### config.mk
export PLATFORM = sky130hd
export DESIGN_NAME = lifo_stack_ctrl_flat
export DESIGN_NICKNAME = d
export VERILOG_FILES = /design/src/rtl/lifo_stack_ctrl_if.sv /design/src/rtl/lifo_stack_ctrl.sv /design/src/flat_wrapper.sv
export SDC_FILE = /design/constraint.sdc
export NUM_CORES = 1
export LEC_CHECK = 0
export CORE_MARGIN = 2
export CORE_UTILIZATION = 40
export DETAILED_ROUTE_END_ITERATION = 10
export PLACE_DENSITY = 0.75
export SETUP_SLACK_MARGIN = 0.4
export SYNTH_ARGS = -nofsm -noshare
export SYNTH_HDL_FRONTEND = slang
export SYNTH_SLANG_ARGS = --single-unit
export TNS_END_PERCENT = 5
### constraint.sdc
create_clock -name clk -period 5.05 [get_ports clk]
set_clock_uncertainty 0.2 [all_clocks]
set_input_delay 1.01 -clock clk [delete_from_list [all_inputs] [get_ports clk]]
set_output_delay 1.01 -clock clk [all_outputs]
set_load 0.1 [all_outputs]
### src/rtl/lifo_stack_ctrl_if.sv
// Bundle of the stack command/status signals and the external RAM port.
// The slave modport is the controller; the master modport is the client plus the RAM.
interface lifo_stack_ctrl_if #(
  parameter int DATA_WIDTH = 9,
  parameter int ADDR_WIDTH = 15
);
  logic                  clear;
  logic                  push;
  logic                  pop;
  logic [DATA_WIDTH-1:0] push_data;
  logic [DATA_WIDTH-1:0] pop_data;
  logic                  pop_valid;
  logic                  full;
  logic                  empty;
  logic [ADDR_WIDTH:0]   count;
  logic                  overflow_err;
  logic                  underflow_err;
  logic                  ram_we;
  logic [ADDR_WIDTH-1:0] ram_wr_addr;
  logic [ADDR_WIDTH-1:0] ram_rd_addr;
  logic [DATA_WIDTH-1:0] ram_wr_data;
  logic [DATA_WIDTH-1:0] ram_rd_data;

  modport master (
    output clear, push, pop, push_data, ram_rd_data,
    input  pop_data, pop_valid, full, empty, count, overflow_err, underflow_err,
           ram_we, ram_wr_addr, ram_rd_addr, ram_wr_data
  );

  modport slave (
    input  clear, push, pop, push_data, ram_rd_data,
    output pop_data, pop_valid, full, empty, count, overflow_err, underflow_err,
           ram_we, ram_wr_addr, ram_rd_addr, ram_wr_data
  );
endinterface

### src/rtl/lifo_stack_ctrl.sv
// LIFO stack controller driving an external RAM with registered, read-before-write reads.
// The top of stack lives at address count-1; pop data arrives one cycle after the pop.
module lifo_stack_ctrl #(
  parameter int DATA_WIDTH = 9,
  parameter int ADDR_WIDTH = 15
) (
  input  logic                 clk,
  input  logic                 rst,
  lifo_stack_ctrl_if.slave     bus
);

  localparam logic [ADDR_WIDTH:0] DEPTH = {1'b1, {ADDR_WIDTH{1'b0}}};

  logic [ADDR_WIDTH:0]   count_q, count_d;
  logic                  pop_valid_q, pop_valid_d;
  logic                  ovf_q, ovf_d;
  logic                  unf_q, unf_d;
  logic [ADDR_WIDTH-1:0] top_addr;
  logic                  full, empty;
  logic                  push_acc, pop_acc;

  always_comb begin
    empty    = (count_q == '0);
    full     = (count_q == DEPTH);
    top_addr = count_q[ADDR_WIDTH-1:0] - 1'b1;
    // A simultaneous pop frees the top slot, so push is taken even when full.
    push_acc = bus.push & (~full | bus.pop) & ~bus.clear;
    pop_acc  = bus.pop & ~empty & ~bus.clear;

    count_d     = count_q;
    pop_valid_d = pop_acc;
    ovf_d       = ovf_q | (bus.push & ~bus.pop & full);
    unf_d       = unf_q | (bus.pop & empty);
    if (bus.clear) begin
      count_d = '0;
      ovf_d   = 1'b0;
      unf_d   = 1'b0;
    end else if (push_acc && !pop_acc) begin
      count_d = count_q + 1'b1;
    end else if (pop_acc && !push_acc) begin
      count_d = count_q - 1'b1;
    end
  end

  always_ff @(posedge clk or posedge rst) begin
    if (rst) begin
      count_q     <= '0;
      pop_valid_q <= 1'b0;
      ovf_q       <= 1'b0;
      unf_q       <= 1'b0;
    end else begin
      count_q     <= count_d;
      pop_valid_q <= pop_valid_d;
      ovf_q       <= ovf_d;
      unf_q       <= unf_d;
    end
  end

  always_comb begin
    bus.full          = full;
    bus.empty         = empty;
    bus.count         = count_q;
    bus.pop_valid     = pop_valid_q;
    bus.pop_data      = bus.ram_rd_data;
    bus.overflow_err  = ovf_q;
    bus.underflow_err = unf_q;
    bus.ram_we        = push_acc & ~rst;
    bus.ram_wr_data   = bus.push_data;
    bus.ram_wr_addr   = pop_acc ? top_addr : count_q[ADDR_WIDTH-1:0];
    bus.ram_rd_addr   = empty ? '0 : top_addr;
  end

endmodule

### src/flat_wrapper.sv
// flat-port wrapper written by rule: the top's interface ports become plain ports
module lifo_stack_ctrl_flat 
#(
  parameter int DATA_WIDTH = 9,
  parameter int ADDR_WIDTH = 15
)
  (clk, rst, bus_clear, bus_push, bus_pop, bus_push_data, bus_ram_rd_data, bus_pop_data, bus_pop_valid, bus_full, bus_empty, bus_count, bus_overflow_err, bus_underflow_err, bus_ram_we, bus_ram_wr_addr, bus_ram_rd_addr, bus_ram_wr_data);
  lifo_stack_ctrl_if #(.DATA_WIDTH(DATA_WIDTH), .ADDR_WIDTH(ADDR_WIDTH)) bus_i ();
  input  logic clk;
  input  logic rst;
  input wire logic [$bits(bus_i.clear)-1:0] bus_clear;
  input wire logic [$bits(bus_i.push)-1:0] bus_push;
  input wire logic [$bits(bus_i.pop)-1:0] bus_pop;
  input wire logic [$bits(bus_i.push_data)-1:0] bus_push_data;
  input wire logic [$bits(bus_i.ram_rd_data)-1:0] bus_ram_rd_data;
  output wire logic [$bits(bus_i.pop_data)-1:0] bus_pop_data;
  output wire logic [$bits(bus_i.pop_valid)-1:0] bus_pop_valid;
  output wire logic [$bits(bus_i.full)-1:0] bus_full;
  output wire logic [$bits(bus_i.empty)-1:0] bus_empty;
  output wire logic [$bits(bus_i.count)-1:0] bus_count;
  output wire logic [$bits(bus_i.overflow_err)-1:0] bus_overflow_err;
  output wire logic [$bits(bus_i.underflow_err)-1:0] bus_underflow_err;
  output wire logic [$bits(bus_i.ram_we)-1:0] bus_ram_we;
  output wire logic [$bits(bus_i.ram_wr_addr)-1:0] bus_ram_wr_addr;
  output wire logic [$bits(bus_i.ram_rd_addr)-1:0] bus_ram_rd_addr;
  output wire logic [$bits(bus_i.ram_wr_data)-1:0] bus_ram_wr_data;
  assign bus_i.clear = bus_clear;
  assign bus_i.push = bus_push;
  assign bus_i.pop = bus_pop;
  assign bus_i.push_data = bus_push_data;
  assign bus_i.ram_rd_data = bus_ram_rd_data;
  assign bus_pop_data = bus_i.pop_data;
  assign bus_pop_valid = bus_i.pop_valid;
  assign bus_full = bus_i.full;
  assign bus_empty = bus_i.empty;
  assign bus_count = bus_i.count;
  assign bus_overflow_err = bus_i.overflow_err;
  assign bus_underflow_err = bus_i.underflow_err;
  assign bus_ram_we = bus_i.ram_we;
  assign bus_ram_wr_addr = bus_i.ram_wr_addr;
  assign bus_ram_rd_addr = bus_i.ram_rd_addr;
  assign bus_ram_wr_data = bus_i.ram_wr_data;
  lifo_stack_ctrl #(.DATA_WIDTH(DATA_WIDTH), .ADDR_WIDTH(ADDR_WIDTH)) u_core (.clk(clk), .rst(rst), .bus(bus_i));
endmodule
==> impl_metrics.yaml, run 1 <==
sta:
  clock.fmax_mhz: 241
  hold_viol: 0
  holdWs_ns: 0.295
  setup_violations: 0
  finalCriticalPeriod_ns: 4.14
  rsz0062_at_grt: "false"
  slew_violations: 0
  fin_crit_sh_pct: 82.0
  worst_slack_ns: 0.907
  relSlewSlack_pct: 34.0
  max_slew.worst_pin.slew_ns: 0.986
detailed_routing:
  firstDrtPassIters: 4
  finalWirelength_um: 5990
  drt_iter0_markers: 98
  vias: 2136
  wl_per_cell_um: 15.3
  ant_nets: 0
  via_per_inst: 5.46
  drc: 0
critical_path:
  critPathRequiredTime_ns: 5.00
  crit_type: "flop to flop"
  end_kind: "flop"
  crit_arrival_ns: 4.10
  crit_fanout: 17
  cp-start-kind: "flop"
  r2r_setup_slack_ns: 0.91
synthesis:
  ys_types: 54
  yosys_most_used_dff: "dfrtp_1"
  ys_warn_count: 0
  yosysSeqAreaShare_pct: 20.5
  syn_avg_cell_area_um2: 8.16
  synthArstFlopShare_pct: 100
  synth_edf_count: 0
  synth_cells: 285
  synth_area_um2: 2320
  yosys_register_bits: 19
  synth_nets: 326
clock_network:
  post-cts-setup-buffers: 0
  cts_tree: "done"
  clk_pin_slew_worst_paths_ns: 0.07
  post_cts_resized: 0
  cts.sinks: 19
  hold_buffers: 0
  cts_buffers: 3
  clock_latency_ns: 0.26
  clock_tree.root_cell: "clkbuf_8"
  clock_path_buffers: 2
  htreeDepth: 1
global_route:
  grt_pass1_wl_um: 9690
  grt_max_degree: 20
  grt_pass1_vias: 2001
  overflow: 0
  grt_usage_pct: 18.7
  antenna_found_initial: 0
place:
  port_buffers: 56
  globalplace.congestion: 0.882
  hpwl_um: 4730
  placed_cells: 387
  placed_area_um2: 3020
  post-place-ws_ns: 0.960
min_path:
  hp-class: "flop to flop"
layout:
  stdcell_count: 391
  nNetsFinal: 361
  diodes: 0
  synthToLayoutAreaGrowth_pct: 31.9
  layout-drive-gt1-share_pct: 23.2
  design_area_um2: 3070
floorplanning:
  pin_count: 93
  core_um2: 5570
  rows: 27
  start_util_pct: 41.7
  die_h_um: 80.2
  fp.dieArea_um2: 6440
  die_w_um: 80.2
flow_run:
  cap_violations: 0
status:
  status: "finished, final reports clean"
routing by layer:
metal / GRT usage, % / part of all wire (%) / vias to the layer above
met3: 1.01 / 4.3 / 4
met1: 25.3 / 46 / 1006
met2: 31.8 / 49 / 59
met5: 0 / 0 / -
li1: - / - / 1067
met4: 6.27 / 1.0 / 0
sequential cells by signal (all words and copies together), names as in the netlist:
name and cells:
u_core.bus.pop_valid 1, u_core.bus.count 16, u_core.bus.overflow_err 1, u_core.bus.underflow_err 1
cell families (layout without fill, tap and decap cells):
logic type / count (synthesis) / after routing / share of synthesized area, %
and+or+nand+nor: 102 / 102 / 24.5
DFF: 19 / 19 / 20.5
xor gates and xnor gates: 36 / 36 / 13.6
adders and majority gates: 18 / 18 / 10.0
buffers and inverters: 41 / 75 / 9.69
muxes: 4 / 4 / 1.78
AOI/OAI and AO/OA: 65 / 65 / 20.0
stage by stage:
stage	utilization [%]	setup TNS (ns)
CTS	55.0	0
floorplan	-	-0.436
detailed placement	54.2	0
global placement	54.2	0
finish	55.0	0
global route	55.0	0
cell usage after synthesis (8+ instances only):
library cell	number	area (um2)
o21ai_0	10	50.1
nand3_1	9	45.0
dfrtp_1	19	475
a22o_1	9	78.8
buf_4	18	135
nand2_1	21	78.8
a21oi_1	20	100
nor2_1	36	135
clkbuf_1	9	33.8
xor2_1	8	70.1
ha_1	17	213
xnor2_1	28	245
inv_1	11	41.3
worst paths after layout:
check                                              from  cells after the start                        to
worst max-delay path                u_core.bus.count[0]                     15      u_core.bus.count[13]
worst min-delay path            u_core.bus.overflow_err                      2   u_core.bus.overflow_err
worst max register to register      u_core.bus.count[0]                     15      u_core.bus.count[13]
worst min register to register  u_core.bus.overflow_err                      2   u_core.bus.overflow_err
max in group asynchronous                           rst                      2       u_core.bus.count[0]
min in group asynchronous                           rst                      2  u_core.bus.underflow_err
worst max-delay path, cell delays in order, from the launching register on:
cell	delay, ns
dfrtp_1	0.46
inv_1	0.15
ha_1	0.23
nor3b_1	0.20
buf_4	0.17
nand4_1	0.23
o31ai_4	0.32
nand4_1	0.13
buf_4	0.23
ha_1	0.39
o211ai_1	0.13
o211ai_1	0.42
a21oi_1	0.16
o31ai_1	0.31
xnor2_1	0.11
a22o_1	0.18
cell type report:
cell class,instances,area [um2]
multi-input cells,225,1730
repair buffers,60,683
inverters,11,41.3
flip-flops and latches,19,475
fillers,518,2510
clock inverters,1,5.00
clock buffers,3,41.3
well taps,72,90.1
placed cells by master (no fill, tap or decap), drive strengths merged, types with 2 or more instances in the layout:
cell type       n
a211oi          4
a21o            4
a21oi          20
a22o            9
a31oi           4
and3            3
buf            37
clkbuf          3
clkdlybuf4s50  23
dfrtp          19
ha             17
inv            11
mux2i           3
nand2          21
nand2b          2
nand3           9
nand4           7
nor2           37
nor2b           2
nor3            7
nor3b           5
nor4            2
nor4b           3
o211ai          3
o21ai          10
o31ai           3
xnor2          28
xor2            8
Power of run 1 is left out: the tool's default activity adds up to more than one toggle a clock period on the data nets, which glitch-free logic cannot reach.
==> inputs of run 2 (changes only) <==
- PLACE_DENSITY: 0.75 -> 0.78
- clock period: 5.05 -> 3.58 ns (I/O delays scaled with it)
==> run 2 against run 1 <==
- the run now ends with setup timing left
- fmax grew 13%
- die area did not move
- final area rose by 30%
- sequential share of layout area decreased by 2.6 points
- routed wire length grew 31%
- critical endpoint is now u_core.bus.count[12]
==> impl_metrics.yaml, run 2 (same netlist as run 1, synthesis figures left out) <==
sta:
  finalCriticalPeriod_ns: 3.66
  slew_violations: 0
  relSlewSlack_pct: 51.8
  worst_slack_ns: -0.0837
  setup_violations: 5
  rsz0062_at_grt: "true"
  max_slew.worst_pin.slew_ns: 0.722
  fin_crit_sh_pct: 102
  holdWs_ns: 0.315
  clock.fmax_mhz: 273
  hold_viol: 0
floorplanning:
  start_util_pct: 41.7
  die_w_um: 80.2
  fp.dieArea_um2: 6440
  pin_count: 93
  rows: 27
  core_um2: 5570
  die_h_um: 80.2
critical_path:
  end_kind: "flop"
  cp-start-kind: "flop"
  critPathSlowestCell: "dfrtp_4"
  r2r_start: "u_core.bus.count[0]"
  worstPathCellList: "inv_4 -> ha_4 -> or3b_4 -> nor3b_4 -> nand4_4 -> nand4_1 -> buf_6 -> ha_4 -> a21o_1 -> a31o_4 -> o2111ai_2 -> a21oi_1 -> or3_1 -> a32o_1"
  crit_arrival_ns: 3.62
  crit_fanout: 6
  critPathRequiredTime_ns: 3.53
  critPathMaxStageDelay_ns: 0.49
  crit_type: "flop to flop"
  path_common_cell: "ha_4"
  r2r_setup_slack_ns: -0.08
  r2r-end: "u_core.bus.count[12]"
  rr_worst_depth: 14
layout:
  diodes: 0
  mostFrequentLayoutCell: "buf_4"
  synthToLayoutAreaGrowth_pct: 72.0
  layout-drive-gt1-share_pct: 53.3
  nNetsFinal: 410
  final_cell_mix: "buf_4, buf_12, nor2_1, nand2_1, xnor2_1"
  design_area_um2: 4000
  largest_reg_flops: 16
clock_network:
  clock_tree.root_cell: "clkbuf_8"
  cts_buffers: 3
  cts_tree: "done"
  cts.sinks: 19
  clk_pin_slew_worst_paths_ns: 0.08
  clock_latency_ns: 0.26
  hold_buffers: 0
  clock_path_buffers: 2
  htreeDepth: 1
place:
  port_buffers: 56
  hpwl_um: 5900
  post-place-ws_ns: -0.108
  globalplace.congestion: 0.845
  placed_area_um2: 3620
min_path:
  hp-class: "flop to flop"
  min_to: "u_core.bus.overflow_err"
  min_from: "u_core.bus.overflow_err"
  hold_depth: 2
global_route:
  grt_pass1_wl_um: 12300
  grt_usage_pct: 24.4
  grt_max_degree: 20
  antenna_found_initial: 0
  overflow: 0
  grt_pass1_vias: 2541
status:
  status: "finished with violations"
  violations: "setup timing"
detailed_routing:
  firstDrtPassIters: 4
  drt_iter0_markers: 165
  drc: 0
  via_per_inst: 5.65
  finalWirelength_um: 7830
  vias: 2485
  wl_per_cell_um: 17.8
  ant_nets: 0
flow_run:
  cap_violations: 0
## run 2: worst max-delay path by stage
stage	start	to	slack, ns	cells after the start
2_1_floorplan	u_core.bus.count[8]	u_core.bus.count[13]	-0.80	12
3_3_place_gp	u_core.bus.count[0]	u_core.bus.count[13]	-0.04	14
3_5_place_dp	u_core.bus.count[0]	u_core.bus.count[13]	-0.11	14
4_1_cts	u_core.bus.count[0]	u_core.bus.count[12]	0.04	14
5_1_grt	u_core.bus.count[0]	u_core.bus.count[14]	-0.24	15
6_report	u_core.bus.count[0]	u_core.bus.count[12]	-0.08	14
## run 2: stage by stage
| stage | TNS [ns] | instances | utilization, % |
|---|---|---|---|
| 5_1_grt | -1.45 | 440 | 71.7 |
| 4_1_cts | 0 | 437 | 69.2 |
| 3_5_place_dp | -0.248 | 427 | 65.0 |
| 3_3_place_gp | -0.0550 | 427 | 65.0 |
| 6_report | -0.219 | 440 | 71.7 |
| 2_1_floorplan | -13.86 | 285 | - |
## run 2: layer usage
layer / part of all wire (%) / up-vias / track usage (%)
met5: 0 / - / 0
met4: 2.4 / 0 / 7.80
met3: 4.6 / 16 / 2.36
met2: 54 / 93 / 45.8
met1: 39 / 1209 / 28.9
li1: - / 1167 / -
## run 2: timing repair
| item | 4_1_cts | 5_1_grt |
|---|---|---|
| resized for setup | 28 | 26 |
| buffers inserted | 5 | 3 |
| pin swaps | 8 | 10 |
| cloned | 1 | 0 |
| setup endpoints to repair | 42 | 44 |
## run 2: cell type report
type | instances | area [um2]
clock buffer | 3 | 41.3
tap | 72 | 90.1
fill | 363 | 1580
sequential | 19 | 515
clock inverter | 1 | 5.00
multi-input combinational | 225 | 2050
timing repair buffer | 109 | 1260
inverter | 11 | 43.8
## run 2: worst max-delay path, delay by kind of cell (launching register included)
kind	cells	cell delay (ns)
AOI/OAI and AO/OA	5	0.96
buffers and inverters	2	0.27
and+or+nand+nor	5	1.28
DFF	1	0.49
adders and majority gates	2	0.35
Power of run 2 is left out for the same reason.
==> inputs of run 3 (changes only) <==
- CORE_MARGIN: 2 -> 4
==> run 3 against run 2 <==
- the flow still finishes with violations (setup timing)
- final area up 4.1%
- critical path depth unchanged
- global-route usage down 1.4 points
- first-iteration DRC count up 22%
- sequential share of layout area down 0.50 points
- fmax down 1.6%
- worst setup slack worse by 0.058 ns
- flip-flop and latch count unchanged
- die area up 10%
- non-clock buffer count up 8
- critical path type unchanged
==> impl_metrics.yaml, run 3 (same netlist as run 1, synthesis figures left out) <==
detailed_routing:
  ant_nets: 0
  firstDrtPassIters: 6
  vias: 2671
  drc: 0
  drt_iter0_markers: 202
  wl_per_cell_um: 20.0
  via_per_inst: 5.96
  finalWirelength_um: 8960
floorplanning:
  fp.dieArea_um2: 7100
  pin_count: 93
  start_util_pct: 41.7
  rows: 27
  core_um2: 5570
  die_h_um: 84.2
  die_w_um: 84.2
layout:
  largest_reg_flops: 16
  layout-drive-gt1-share_pct: 55.6
  final_cell_mix: "buf_4, buf_12, nor2_1, nand2_1, xnor2_1"
  mostFrequentLayoutCell: "buf_4"
  nNetsFinal: 418
  diodes: 0
  nFillCells: 329
  synthToLayoutAreaGrowth_pct: 79.0
global_route:
  grt_usage_pct: 23.0
  grt_max_degree: 20
  grt_pass1_vias: 2765
  grt_pass1_wl_um: 13400
  antenna_found_initial: 0
  overflow: 0
critical_path:
  r2r_start: "u_core.bus.count[0]"
  critPathRequiredTime_ns: 3.53
  r2r-end: "u_core.bus.count[12]"
  crit_type: "flop to flop"
  cp-start-kind: "flop"
  r2r_setup_slack_ns: -0.14
  crit_fanout: 6
  rr_worst_depth: 14
  crit_arrival_ns: 3.67
  end_kind: "flop"
  startpoint: "u_core.bus.count[0]"
flow_run:
  cap_violations: 0
min_path:
  hold_depth: 2
  hp-class: "flop to flop"
  min_from: "u_core.bus.overflow_err"
  min_to: "u_core.bus.overflow_err"
clock_network:
  clock_path_buffers: 2
  clock_latency_ns: 0.27
  cts_buffers: 3
  cts.sinks: 19
  cts_tree: "done"
  clock_tree.root_cell: "clkbuf_8"
  htreeDepth: 1
  clk_pin_slew_worst_paths_ns: 0.08
sta:
  finalCriticalPeriod_ns: 3.72
  relSlewSlack_pct: 51.4
  worst_slack_ns: -0.142
  fin_crit_sh_pct: 104
  setup_violations: 6
  rsz0062_at_grt: "true"
  clock.fmax_mhz: 269
  holdWs_ns: 0.306
  setup_tns_ns: -0.489
  slew_violations: 0
  max_slew.worst_pin.slew_ns: 0.728
  hold_viol: 0
status:
  status: "finished with violations"
  violations: "setup timing"
place:
  port_buffers: 56
  hpwl_um: 6040
  globalplace.congestion: 0.818
run 3: final cells by class:
type                       count  area (um2)  area share, %
tap                           72        90.1           2.16
multi-input combinational    225        2130           51.2
clock buffer                   4        45.0           1.08
inverter                      11        46.3           1.11
sequential                    19         515           12.4
timing repair buffer         117        1330           32.0
run 3: how the worst max path moves through the flow:
stage               depth (start not counted)  slack [ns]                    to
CTS                                        15       0.009  u_core.bus.count[14]
global placement                           14       -0.11  u_core.bus.count[15]
detailed placement                         14       -0.13  u_core.bus.count[15]
global route                               14       -0.23  u_core.bus.count[12]
finish                                     14       -0.14  u_core.bus.count[12]
floorplan                                  12       -0.80  u_core.bus.count[13]
run 3: stage by stage:
stage	cells	utilization [%]	area [um2]	setup WS [ns]
floorplan	285	-	2570	-0.799
global placement	429	65.3	3640	-0.110
detailed placement	429	65.3	3640	-0.132
CTS	442	71.3	3970	0.00945
global route	448	74.7	4160	-0.226
finish	448	74.7	4160	-0.142
run 3: what timing repair did:
action,4_1_cts,5_1_grt
pin swaps,19,27
buffers inserted,8,6
setup endpoints to repair,42,46
cloned,1,0
hold buffers,0,0
gates resized for setup,36,29
run 3: metal layers:
metal / vias up / global-route usage [%] / wire [um]
met2: 159 / 43.0 / 4620
li1: 1181 / - / -
met5: - / 0 / 0
met1: 1290 / 24.1 / 3360
met4: 0 / 13.7 / 420
met3: 41 / 3.04 / 565
run 3: critical path, cell delays in order, from the launching register on:
cell	delay [ns]
dfrtp_4	0.48
inv_4	0.07
ha_4	0.14
or3b_4	0.39
nor3b_4	0.25
nand4_4	0.13
nand4_1	0.22
buf_6	0.20
ha_4	0.22
a21o_1	0.20
a31o_4	0.22
o2111ai_2	0.20
a21oi_2	0.10
or3_1	0.33
a32o_1	0.28
Power of run 3 is left out for the same reason.
